File: config.mk
export PLATFORM = sky130hd
export DESIGN_NAME = fetch_queue
export DESIGN_NICKNAME = d
export VERILOG_FILES = /design/src/rtl/cpu_pkg.sv /design/src/rtl/fetch_queue_mem.sv /design/src/rtl/fetch_queue.sv
export SDC_FILE = /design/constraint.sdc
export NUM_CORES = 1
export LEC_CHECK = 0
export CAP_MARGIN = 20
export CELL_PAD_IN_SITES_DETAIL_PLACEMENT = 0
export CELL_PAD_IN_SITES_GLOBAL_PLACEMENT = 1
export CORE_ASPECT_RATIO = 0.7
export CORE_MARGIN = 8
export CORE_UTILIZATION = 30
export CTS_BUF_LIST = sky130_fd_sc_hd__clkbuf_4
export DETAILED_ROUTE_END_ITERATION = 10
export DONT_BUFFER_PORTS = 1
export PLACE_DENSITY = 0.6
export SLEW_MARGIN = 20
export SYNTH_ARGS = -nofsm -noshare
export SYNTH_HDL_FRONTEND = slang
export SYNTH_SLANG_ARGS = --single-unit
export TNS_END_PERCENT = 10
File: constraint.sdc
create_clock -name CLK -period 3.97 [get_ports CLK]
set_clock_uncertainty 0.05 [all_clocks]
set_input_delay 0.794 -clock CLK [delete_from_list [all_inputs] [get_ports CLK]]
set_output_delay 0.794 -clock CLK [all_outputs]
set_load 0.005 [all_outputs]
File: src/rtl/cpu_pkg.sv
// Shared CPU front-end definitions used by inst_fetch, fetch_queue and decode.
package cpu_pkg;

  localparam int XLEN_DEF = 64;
  localparam int ILEN     = 32;

  // addi x0, x0, 0: presented to decode whenever no real instruction is available
  localparam logic [ILEN-1:0] INST_NOP = 32'h00000013;

  typedef struct packed {
    logic [ILEN-1:0]     inst;
    logic [XLEN_DEF-1:0] pc;
  } fetch_entry_t;

endpackage

File: src/rtl/fetch_queue_mem.sv
// Entry storage for fetch_queue: one synchronous write port, one asynchronous read port.
// Contents are intentionally not reset; validity is tracked by the owner.
module fetch_queue_mem
  import cpu_pkg::*;
#(
  parameter int DEPTH = 4,
  parameter int XLEN  = XLEN_DEF,
  localparam int AW   = $clog2(DEPTH)
) (
  input  logic            clk,
  input  logic            we,
  input  logic [AW-1:0]   waddr,
  input  logic [ILEN-1:0] winst,
  input  logic [XLEN-1:0] wpc,
  input  logic [AW-1:0]   raddr,
  output logic [ILEN-1:0] rinst,
  output logic [XLEN-1:0] rpc
);

  logic [ILEN-1:0] inst_q [DEPTH];
  logic [XLEN-1:0] pc_q   [DEPTH];

  // Write the incoming instruction/PC pair into its slot
  always_ff @(posedge clk) begin
    if (we) begin
      inst_q[waddr] <= winst;
      pc_q[waddr]   <= wpc;
    end
  end

  assign rinst = inst_q[raddr];
  assign rpc   = pc_q[raddr];

endmodule

File: src/rtl/fetch_queue.sv
// In-order instruction buffer between inst_fetch and decode. Handshake outputs are
// decoded from registered state only, so neither side sees a combinational path
// from the other. A flush (PC redirect) empties the queue at the next edge.
module fetch_queue
  import cpu_pkg::*;
#(
  parameter int DEPTH = 4,
  parameter int XLEN  = XLEN_DEF,
  localparam int AW   = $clog2(DEPTH),
  localparam int CW   = $clog2(DEPTH) + 1
) (
  input  logic            CLK,
  input  logic            reset,
  input  logic            flush,
  input  logic            in_valid,
  output logic            in_ready,
  input  logic [ILEN-1:0] in_inst,
  input  logic [XLEN-1:0] in_pc,
  output logic            out_valid,
  input  logic            out_ready,
  output logic [ILEN-1:0] out_inst,
  output logic [XLEN-1:0] out_pc,
  output logic [CW-1:0]   count
);

  localparam logic [CW-1:0] CNT_FULL = CW'(DEPTH);

  logic [AW-1:0] rd_ptr_q, rd_ptr_d;
  logic [AW-1:0] wr_ptr_q, wr_ptr_d;
  logic [CW-1:0] count_q,  count_d;

  logic            push, pop;
  logic [ILEN-1:0] head_inst;
  logic [XLEN-1:0] head_pc;

  // No pass-through when full: in_ready must not depend on out_ready
  assign in_ready  = (count_q != CNT_FULL);
  assign out_valid = (count_q != '0);
  assign push      = in_valid && in_ready;
  assign pop       = out_valid && out_ready;
  assign count     = count_q;

  // Stale storage is masked so it never reaches decode
  assign out_inst  = out_valid ? head_inst : INST_NOP;
  assign out_pc    = out_valid ? head_pc   : '0;

  // Next-state for pointers and occupancy; flush drops any same-cycle push/pop
  always_comb begin
    rd_ptr_d = rd_ptr_q;
    wr_ptr_d = wr_ptr_q;
    count_d  = count_q;
    if (flush) begin
      rd_ptr_d = '0;
      wr_ptr_d = '0;
      count_d  = '0;
    end else begin
      if (push) wr_ptr_d = wr_ptr_q + AW'(1);
      if (pop)  rd_ptr_d = rd_ptr_q + AW'(1);
      case ({push, pop})
        2'b10:   count_d = count_q + CW'(1);
        2'b01:   count_d = count_q - CW'(1);
        default: count_d = count_q;
      endcase
    end
  end

  // Control state; reset takes priority and matches the post-flush state
  always_ff @(posedge CLK) begin
    if (reset) begin
      rd_ptr_q <= '0;
      wr_ptr_q <= '0;
      count_q  <= '0;
    end else begin
      rd_ptr_q <= rd_ptr_d;
      wr_ptr_q <= wr_ptr_d;
      count_q  <= count_d;
    end
  end

  fetch_queue_mem #(
    .DEPTH (DEPTH),
    .XLEN  (XLEN)
  ) u_mem (
    .clk   (CLK),
    .we    (push && !flush && !reset),
    .waddr (wr_ptr_q),
    .winst (in_inst),
    .wpc   (in_pc),
    .raddr (rd_ptr_q),
    .rinst (head_inst),
    .rpc   (head_pc)
  );

endmodule

==> metrics.txt <==
outcome finished clean; maximum clock rate 281 MHz; CTS Sinks 393; total routed wirelength 32800 um; Ys Warns 0; maximum VDD drop 238 uV; vias per cell 4.49; Final setup viols 0; Worst-Margin Slew 0.722 ns; Worst-Skew Late Latency 0.78 ns; share of the synthesized area in the top cell type 77.1%; CP required 3.13 ns; Seq/Total Area, Yosys 78.3%; Die Y 203 um; Placer Congestion 0.653; first-pass GRT wire length 49800 um; area leader, netlist edfxtp_1; die area 0.0574 mm^2; Post-Syn Area per Cell 22.6 um^2; Worst Setup End Kind output port; clock buffer depth 3; Final Hold Fails 0; Slew Viols, Final 0; router iterations before antenna repair 4; Hold-fix buffers, CTS 96; Startpoint Class flop; commonest non-fill, non-tap cell in the layout edfxtp_1; total nets after synthesis 770; Yosys reg bits 393; MaxCap Viol Count 0; slew margin rel. 51.9%; Starting Density 30.4%; total power 8.10 mW; ranking of synthesized cells by area edfxtp_1 77%, mux4_2 14%, and2_1 3.9%, dfxtp_1 1.2%, ha_1 0.42%; fin cells 1580; GRT overflow 0; fraction of layout cells with a size suffix above 1 29.0%; crit-path max FO 26; Inserted Clock Buffers 98; clk root buf clkbuf_4; CTS H-tree lvls 3; Leak 5.61 nW; HP Class in -> reg; CORE AREA 0.0493 mm^2; CP arrival 2.72 ns; Placed Cells 1309; setup TNS 0 ns; CTS resizes 0; Post-synth EDFFs 384; via count 7087; synth unique cells 26; DRC viols 0; RSZ-0062 raised after global routing no; critical path class reg -> out; area delta synth->final 20.2%; Port Buffer Count 0; nets 947; dpl hpwl 18600 um; largest net degree at the start of global routing 97; cell row count 68; post-CTS setup buffer count 0; CTS tree built; Crit path largest cell delay 0.73 ns; WL per Instance 20.7 um; most frequent cells in the layout 384 x edfxtp_1, 138 x clkbuf_4, 96 x mux4_2, 96 x dlygate4sd3_1, 94 x and2_1; dominant synthesized flop cell edfxtp_1; Die W 283 um; DR iter-0 viols 398; initial antenna violation count 9; I/O Pins 202; vias in the first global route 7917; Syn Inst Count 663; crit path max-delay cell type dfxtp_4; total track usage 11.4%; Worst-path clk slew 0.07 ns; post-layout min period 3.56 ns; ys async rst share 0%; crit path cell chain buf_12 > mux4_2 > or2_1; fin crit share 89.8%; antenna-violating nets left 0; synthesized area 0.0150 mm^2; Power Dens Cells 450 mW/mm^2
[worst max-delay path: cells and delay by family (launching register included)]
family                 cells  cell delay [ns]
AND/OR/NAND/NOR            1             0.29
multiplexers               1             0.56
buffers and inverters      1             0.32
flip-flops                 1             0.73
[logic make-up (layout without fill, tap and decap cells)]
logic type	Yosys count	in the layout	share of synthesized area (%)
xor gates and xnor gates	2	2	0.117
DFF	393	393	78.3
other	0	7	0
muxes	97	97	14.5
adders and majority gates	6	6	0.552
and+or+nand+nor	117	117	4.78
AOI/OAI and AO/OA	8	8	0.318
buffers and inverters	40	285	1.46
[registers in the layout, summed over array words and instances, names as in the netlist, named ones only]
name	cells
count	3
rd_ptr_q	2
u_mem.inst_q	128
u_mem.pc_q	256
wr_ptr_q	2
[synth_stat cells, types with 2 or more instances]
library cell,n
and2_1,94
xor2_1,2
buf_2,12
nor2_1,4
nand2_1,4
clkbuf_1,15
dfxtp_1,9
inv_1,7
or2_1,4
and3_1,4
a21oi_1,3
o21ai_0,4
buf_6,5
ha_1,5
or3_1,2
edfxtp_1,384
mux4_2,96
[stage by stage]
stage / area (um^2) / hold slack, ns / setup slack (ns) / util (%)
after floorplan: 15000 / 0.409 / 0.0203 / -
after detailed placement: 15900 / 0.424 / 1.12 / 32.2
final: 18000 / 0.152 / 0.407 / 36.5
after global placement: 15900 / 0.415 / 1.12 / 32.2
after CTS: 18000 / 0.0100 / 0.168 / 36.5
after global routing: 18000 / 0.0501 / 0.108 / 36.5
[worst paths after layout]
path | endpoint | depth (start not counted) | from | slack [ns]
worst max-delay path | out_inst[1] | 3 | flop | 0.41
worst min-delay path | wr_ptr_q[1]$_SDFFE_PP0P_ | 2 | in_valid | 0.15
worst min register to register | flop | 2 | rd_ptr_q[1]$_SDFFE_PP0P_ | 0.43
worst max register to register | count[2]$_SDFFE_PP0P_ | 10 | count[1]$_SDFFE_PP0P_ | 1.31
[final cells by class]
cell class,instances,area (um^2)
clock inverter,30,124
timing repair buffer,110,1180
antenna,7,17.5
clock buffer,138,1040
fill,4582,31300
inverter,7,27.5
sequential,393,11700
multi-input combinational,230,3060
tap,665,832
[per-layer routing]
metal / vias to the layer above / global-route usage, % / part of all wire, %
li1: 3136 / - / -
met1: 3630 / 15.0 / 45
met2: 248 / 17.1 / 45
met3: 65 / 4.36 / 7.5
met4: 8 / 4.30 / 2.2
met5: - / 0 / 0.17
[power breakdown]
group          internal, mW  switching (mW)  total, mW
Sequential             4.60          0.0153       4.61
Clock                  1.59            1.55       3.14
Combinational         0.161           0.191      0.352
Total                  6.35            1.75       8.10
Power figures use the tool's default switching activity.
